File: src/rtl/invsqrt_arbiter.sv
// Round-robin front end that shares one fixed-latency inverse-sqrt pipeline among
// N_REQ requesters. A tag shift register tracks each operation so its result returns to the right requester.
module invsqrt_arbiter #(
  parameter int N_REQ   = 4,
  parameter int LATENCY = 10,
  parameter int DATA_W  = 31
) (
  input  logic                    clk,
  input  logic                    rst,
  input  logic [N_REQ-1:0]        req_valid,
  input  logic [N_REQ*DATA_W-1:0] req_data,
  output logic [N_REQ-1:0]        req_ready,
  output logic [N_REQ-1:0]        res_valid,
  output logic [DATA_W-1:0]       res_data,
  input  logic [N_REQ-1:0]        res_ready,
  output logic                    pipe_ce,
  output logic [DATA_W-1:0]       pipe_in,
  input  logic [DATA_W-1:0]       pipe_out,
  input  logic                    pipe_ready,
  output logic                    busy,
  output logic                    err
);

  localparam int ID_W = (N_REQ > 1) ? $clog2(N_REQ) : 1;

  // Handshakes: an operand moves on an edge where req_valid[i] && req_ready[i];
  // a result moves on an edge where res_valid[i] && res_ready[i]. Neither valid
  // may depend on its ready; req_ready depends on req_valid.

  logic [LATENCY-1:0] tag_v;
  logic [ID_W-1:0]    tag_id [LATENCY];
  logic [ID_W-1:0]    rr_ptr;
  logic [ID_W-1:0]    rr_next;
  logic               tail_v;
  logic [ID_W-1:0]    tail_id;
  logic               stall;
  logic               grant_en;
  logic               grant_found;
  logic [ID_W-1:0]    grant_id;
  int                 scan_idx;

  assign tail_v   = tag_v[LATENCY-1];
  assign tail_id  = tag_id[LATENCY-1];
  assign stall    = tail_v && !res_ready[tail_id];
  assign grant_en = !rst && !stall;
  assign busy     = |tag_v;
  assign pipe_ce  = grant_en && ((|req_valid) || busy);
  assign res_data = pipe_out;

  // Scan requesters starting at rr_ptr; the first valid one wins.
  always_comb begin
    grant_found = 1'b0;
    grant_id    = '0;
    scan_idx    = 0;
    for (int k = 0; k < N_REQ; k++) begin
      scan_idx = int'(rr_ptr) + k;
      if (scan_idx >= N_REQ) begin
        scan_idx = scan_idx - N_REQ;
      end
      if (!grant_found && grant_en && req_valid[ID_W'(scan_idx)]) begin
        grant_found = 1'b1;
        grant_id    = ID_W'(scan_idx);
      end
    end
  end

  always_comb begin
    req_ready = '0;
    pipe_in   = '0;
    if (grant_found) begin
      req_ready[grant_id] = 1'b1;
      pipe_in             = req_data[int'(grant_id)*DATA_W +: DATA_W];
    end
  end

  always_comb begin
    res_valid = '0;
    if (tail_v) begin
      res_valid[tail_id] = 1'b1;
    end
  end

  always_comb begin
    rr_next = '0;
    if (int'(grant_id) != N_REQ - 1) begin
      rr_next = grant_id + ID_W'(1);
    end
  end

  always_ff @(posedge clk) begin
    if (rst) begin
      tag_v  <= '0;
      rr_ptr <= '0;
      err    <= 1'b0;
    end else begin
      if (pipe_ce) begin
        tag_v[0] <= grant_found;
        for (int k = 1; k < LATENCY; k++) begin
          tag_v[k] <= tag_v[k-1];
        end
      end
      if (grant_found) begin
        rr_ptr <= rr_next;
      end
      // A tracked result reaching the tail without pipeline valid means the
      // pipeline depth does not match LATENCY.
      if (tail_v && !pipe_ready) begin
        err <= 1'b1;
      end
    end
  end

  // Ids need no reset: they are only looked at behind a set valid bit.
  always_ff @(posedge clk) begin
    if (pipe_ce) begin
      tag_id[0] <= grant_found ? grant_id : '0;
      for (int k = 1; k < LATENCY; k++) begin
        tag_id[k] <= tag_id[k-1];
      end
    end
  end

endmodule

File: config.mk
export PLATFORM = sky130hd
export DESIGN_NAME = invsqrt_arbiter
export DESIGN_NICKNAME = d
export VERILOG_FILES = /design/src/rtl/invsqrt_arbiter.sv
export SDC_FILE = /design/constraint.sdc
export NUM_CORES = 1
export LEC_CHECK = 0
export CORE_MARGIN = 5
export CORE_UTILIZATION = 33
export CTS_CLUSTER_SIZE = 25
export DETAILED_ROUTE_END_ITERATION = 8
export GPL_TIMING_DRIVEN = 0
export PLACE_DENSITY = 0.82
export SLEW_MARGIN = 20
export SYNTH_ARGS = -nofsm -noshare
export SYNTH_HDL_FRONTEND = slang
export SYNTH_SLANG_ARGS = --single-unit
File: constraint.sdc
create_clock -name clk -period 2.6 [get_ports clk]
set_input_delay 0.52 -clock clk [delete_from_list [all_inputs] [get_ports clk]]
set_output_delay 0.52 -clock clk [all_outputs]
set_load 0.02 [all_outputs]
# Word level (Yosys, flattened, before mapping)
# Memories as Yosys holds them, arrays and structs flattened.
# Index checks and enable logic that the tools add are counted.
# op_classes
n_eq_ne,1
add_sub_neg,8
multipliers,1
mux,37
magnitude_cmp,12
reduce_logical,23
shifts,1
# op_table
cell,n
$shiftx A124 B8 Y31,1
$mux W31,1
$mux W2,10
$mux W1,17
$lt A2 B4 Y1 const B,4
$logic_and A1 B1 Y1,13
$bmux W1 S2,5
$reduce_or A10 Y1,1
$ge A3 B3 Y1 const B,3
$mux W4,2
$sub A2 B1 Y2 const B,4
$logic_not A1 Y1,7
$mul A2 B5 Y7 const B,1
$add A2 B2 Y3 const B,2
$lt A2 B3 Y1 const B,2
$demux W1 S2,2
$ge A2 B1 Y1 const B,2
$reduce_or A4 Y1,1
$add A2 B1 Y3 const B,1
$ge A2 B3 Y1 const B,1
$add A2 B1 Y2 const B,1
$ne A2 B1 Y1 const B,1
$logic_or A1 B1 Y1,1
# word_totals
ff_bits,13
input_bits,166
elab_cells,87
ramBits,20
mem_count,1
# mem_list
name,words,width,rd,rd_ports_with_merged_regs,write_ports,line,text
tag_id,10,2,10,0,10,31,logic [ID_W-1:0] tag_id [LATENCY];

# Depth between registers and ports, before layout
# An unclocked memory read counts as a cell.
# depth
word_depth,26
ltp_mapped,9

# Worst setup path before layout
# No wires, ideal clock.
# synth_timing
path_type,input -> output
from,input port res_ready[3]
to,output port pipe_in[10]
t_arrival_ns,2.136
slack_ns,-0.056
required_time_ns,2.080
n_path_buf,2
path_stages,7
path_cell_list,mux2_2 > o221ai_4 > or3_1 > buf_4 > buf_6 > a211oi_2 > a311oi_1
# synth_between
elab_chain_len,23
elab_cells_between_ends,27
cone_classes,mul (1); shift (1); mux (11); reduce/logical (14)
# synth_rtl
item,line,text
from (decl),15,"input logic [N_REQ-1:0] res_ready,"
$bmux W1 S2 *,44,assign stall = tail_v && !res_ready[tail_id];
$mux W1 (not written as such) *,44,
$logic_not A1 Y1 *,44,
$logic_and A1 B1 Y1 *,44,
$logic_not A1 Y1 *,45,assign grant_en = !rst && !stall;
$logic_and A1 B1 Y1 *,45,
$logic_and A1 B1 Y1,60,if (!grant_found && grant_en && req_valid[ID_W'(scan_idx)]) begin
$mux W1,60,
[5 not listed],--,
$logic_and A1 B1 Y1 (2 in a row),60,
$mux W1,60,
$logic_not A1 Y1,60,
$logic_and A1 B1 Y1 (2 in a row),60,
$mux W2,60,
$mul A2 B5 Y7,72,pipe_in = req_data[int'(grant_id)*DATA_W +: DATA_W];
$shiftx A124 B8 Y31,72,
$mux W31 *,70,if (grant_found) begin
to (decl),17,"output logic [DATA_W-1:0] pipe_in,"
# Every way passes the cells marked *; elsewhere a longest branch is shown, timed or not. The select of a mux whose other input is x is not followed.

==> results.md <==
* Max-capacitance violation count at 0
* Max H-tree Level at 2
* Area Overhead vs Synth at 113%
* Clk slew on worst S/H paths at 0.07 ns
* Final routed wire length divided by cell count at 18.8 um
* FILL cells at 614
* Areal power density over the cells at 371 nW/um^2
* Number of nets in the final layout at 768
* Final design utilization at 0.711
* Main area contributors after synthesis: edfxtp_1, a211oi_2, a311oi_1
* Clk sinks at 33
* Pin count of the biggest net entering global routing at 12
* Fin crit period at 2.99 ns
* Run status: complete, but fails checks
* Worst setup margin at -0.394 ns
* Share of synthesized area occupied by flip-flops and latches at 0.300
* Max Transition Viols Final at 0
* Final count of negative-setup-slack endpoints at 35
* Worst slack after detailed placement at -1.25 ns
* Io pins at 239
* Crit-path max FO at 10
* Cells after Synth at 362
* Number of nets in the synthesized netlist at 529
* Number of library cell types mapped by synthesis at 30
* Die ar. at 10700 sq um
* Final hold violation count at 0
* Cell area after synthesis at 2870 sq um
* Violated checks: setup timing
* Die boundary height at 103 um
* Clock latency on the worst-skew pair at 0.29 ns
* Data required time of the critical path at 2.08 ns
* Crit. End Element: output pin
* Number of placement rows at 34
* Buffer cell driving the clock tree root: clkbuf_8
* Via Count at 3719
* Aggregate routed wire length at 13.5 mm
* Power consumption at 2.27 mW
* Setup repair after global routing missed its margin: true
* Overflow left after global routing at 0
* Final ANT Viol Nets at 0
* Fin crit share at 1.15
* Ratio of cells with drive above 1 in the final layout at 0.370
* Iter 0 DRT Violations at 161
* Class of the worst hold path: flop to flop
* Critical Path Slowest Stage Cell: edfxtp_1
* Commonest non-fill, non-tap cell in the layout: clkdlybuf4s50_1
* Overall global routing resource usage at 0.236
* Max-slew headroom at the worst pin at 0.718
* Post-placement cell count at 677
* Count of TritonRoute iterations in the first routing pass at 5
* Number of DRC violations after detailed routing at 0
* Delay of the slowest critical-path stage at 0.47 ns
* Worst-case clock buffer depth at 2
* Worst Setup Start Kind: flop
* Vias in the first global route at 3746
* Hold buffer count at CTS at 0
* Highest-count cells in the layout ignoring fill and taps: clkdlybuf4s50_1, buf_4, nand2_1, inv_1, a311oi_2
* CP dominant cell by count: buf_4
* Die outline width at 103 um
* Maximum ir drop on the vdd rail at 0.000201 V
* Setup CP Type: flop to output pin
* Global-route wire length before repair at 19.5 mm
* Initial cell density of the core at 0.334
* Fmax at 334 MHz
* Fraction of post-synthesis cell area in the top cell type by area at 0.209
* P_leak at 2.40 nW
* Actual slew at the worst max-slew pin at 0.423 ns
* Standard cell core area at 8590 sq um
* CP arrival at 2.47 ns
* Setup Total Neg Slack at -11.03 ns
* Mapped Avg Cell Area at 7.93 sq um
* Count of synthesis-stage warnings from yosys at 0
* Leading area contributor after synthesis: edfxtp_1
* Antenna violations before repair at 2
* Worst path cell trace: mux2_4 -> o221ai_4 -> buf_6 -> a211oi_4 -> buf_4 -> a211oi_2 -> a311oi_2 -> buf_4
* Combined flip-flop and latch cell area at 861 sq um
* HPWL after DPL at 10.2 mm
* Number of input and output port buffers inserted at 207
* Number of clock buffers inserted by TritonCTS at 5
* Count of non-filler cells in the finished layout at 714
* Footprint of the multi-input gates at 2000 sq um
* Setup clock skew after layout at 0.00274 ns
* Global placement routability congestion at 0.919
* Synth Register Bits at 33
* Clock tree from TritonCTS: built
* Via/cell ratio at 5.21
==> worst paths after layout <==
kind	start	end	slack, ns	cells past startpoint
worst min-delay path	tag_id[7][1]	tag_id[8][1]	0.42	0
worst max register to register	tag_id[9][1]	tag_id[8][0]	0.17	7
worst min register to register	tag_id[7][1]	tag_id[8][1]	0.42	0
worst max-delay path	tag_id[9][1]	pipe_in[6]	-0.39	8
==> cell families (layout without fill, tap and decap cells) <==
kind of cell,count (synthesis),count (layout),synth area share
fa+ha+maj,1,1,0.00436
flops,33,33,0.300
mux,4,4,0.0148
compound gates,82,82,0.269
other cells,0,4,0
buf+inv,115,355,0.204
simple gates,127,127,0.208
==> cell usage after synthesis <==
library cell,instances
dfxtp_1,13
or3_1,1
o221ai_4,1
nor3_1,1
nand4_1,1
a211oi_2,27
buf_2,7
clkbuf_1,21
buf_1,1
and2_1,1
buf_6,3
or2_0,1
a211oi_1,7
nor4_1,33
a311oi_1,31
nand2_1,65
edfxtp_1,20
o21ai_0,10
o21bai_1,1
a21oi_1,4
ha_1,1
nand3_1,10
or4_1,1
nand2b_1,4
o22ai_1,1
buf_4,33
mux2i_1,2
nor2_1,9
mux2_2,2
inv_1,50
==> what timing repair did <==
item	CTS	global route
pin swaps	27	12
endpoints found under the setup margin	36	46
setup buffers	14	11
gates resized for setup	316	35
cloned	3	1
==> layer usage <==
| metal | vias to the layer above | track usage | part of all wire |
|---|---|---|---|
| met4 | 0 | 0.0747 | 0.029 |
| met1 | 1770 | 0.265 | 0.35 |
| met3 | 31 | 0.0691 | 0.079 |
| met2 | 175 | 0.427 | 0.54 |
| met5 | - | 0 | 0 |
| li1 | 1743 | - | - |
==> power breakdown <==
group,switching (mW),internal [mW],leakage [nW]
Sequential,0.0195,0.594,0.304
Combinational,0.578,0.604,2.05
Clock,0.192,0.282,0.0518
Total,0.790,1.48,2.40
==> metrics by stage <==
stage / instance area, sq um / hold slack (ns)
6_report: 6110 / 0.423
5_1_grt: 6100 / 0.428
4_1_cts: 5890 / 0.421
3_5_place_dp: 5170 / 0.405
3_3_place_gp: 5170 / 0.404
2_1_floorplan: 2960 / 0.400
==> critical path, delay by kind of cell (launching register included) <==
family	cells	cell delay, ns
buffers and inverters	3	0.68
multiplexers	1	0.26
flip-flops	1	0.47
AO/OA/AOI/OAI	4	0.78
==> state kept, by name (all words and copies together) (netlist names) <==
name and cells:
tag_v 10, tag_id 20, err 1, rr_ptr 2
==> final cells by class <==
| type | instances | share of cell area |
|---|---|---|
| well taps | 108 | 0.0221 |
| clock inverters | 3 | 0.00676 |
| repair buffers | 234 | 0.370 |
| flip-flops and latches | 33 | 0.141 |
| inverters | 50 | 0.0313 |
| clock buffers | 5 | 0.0113 |
| repair inverters | 1 | 0.000819 |
| plain buffers | 62 | 0.0883 |
| diodes | 4 | 0.00164 |
| multi-input cells | 214 | 0.327 |
No activity file was read; power rests on OpenSTA's default activity.
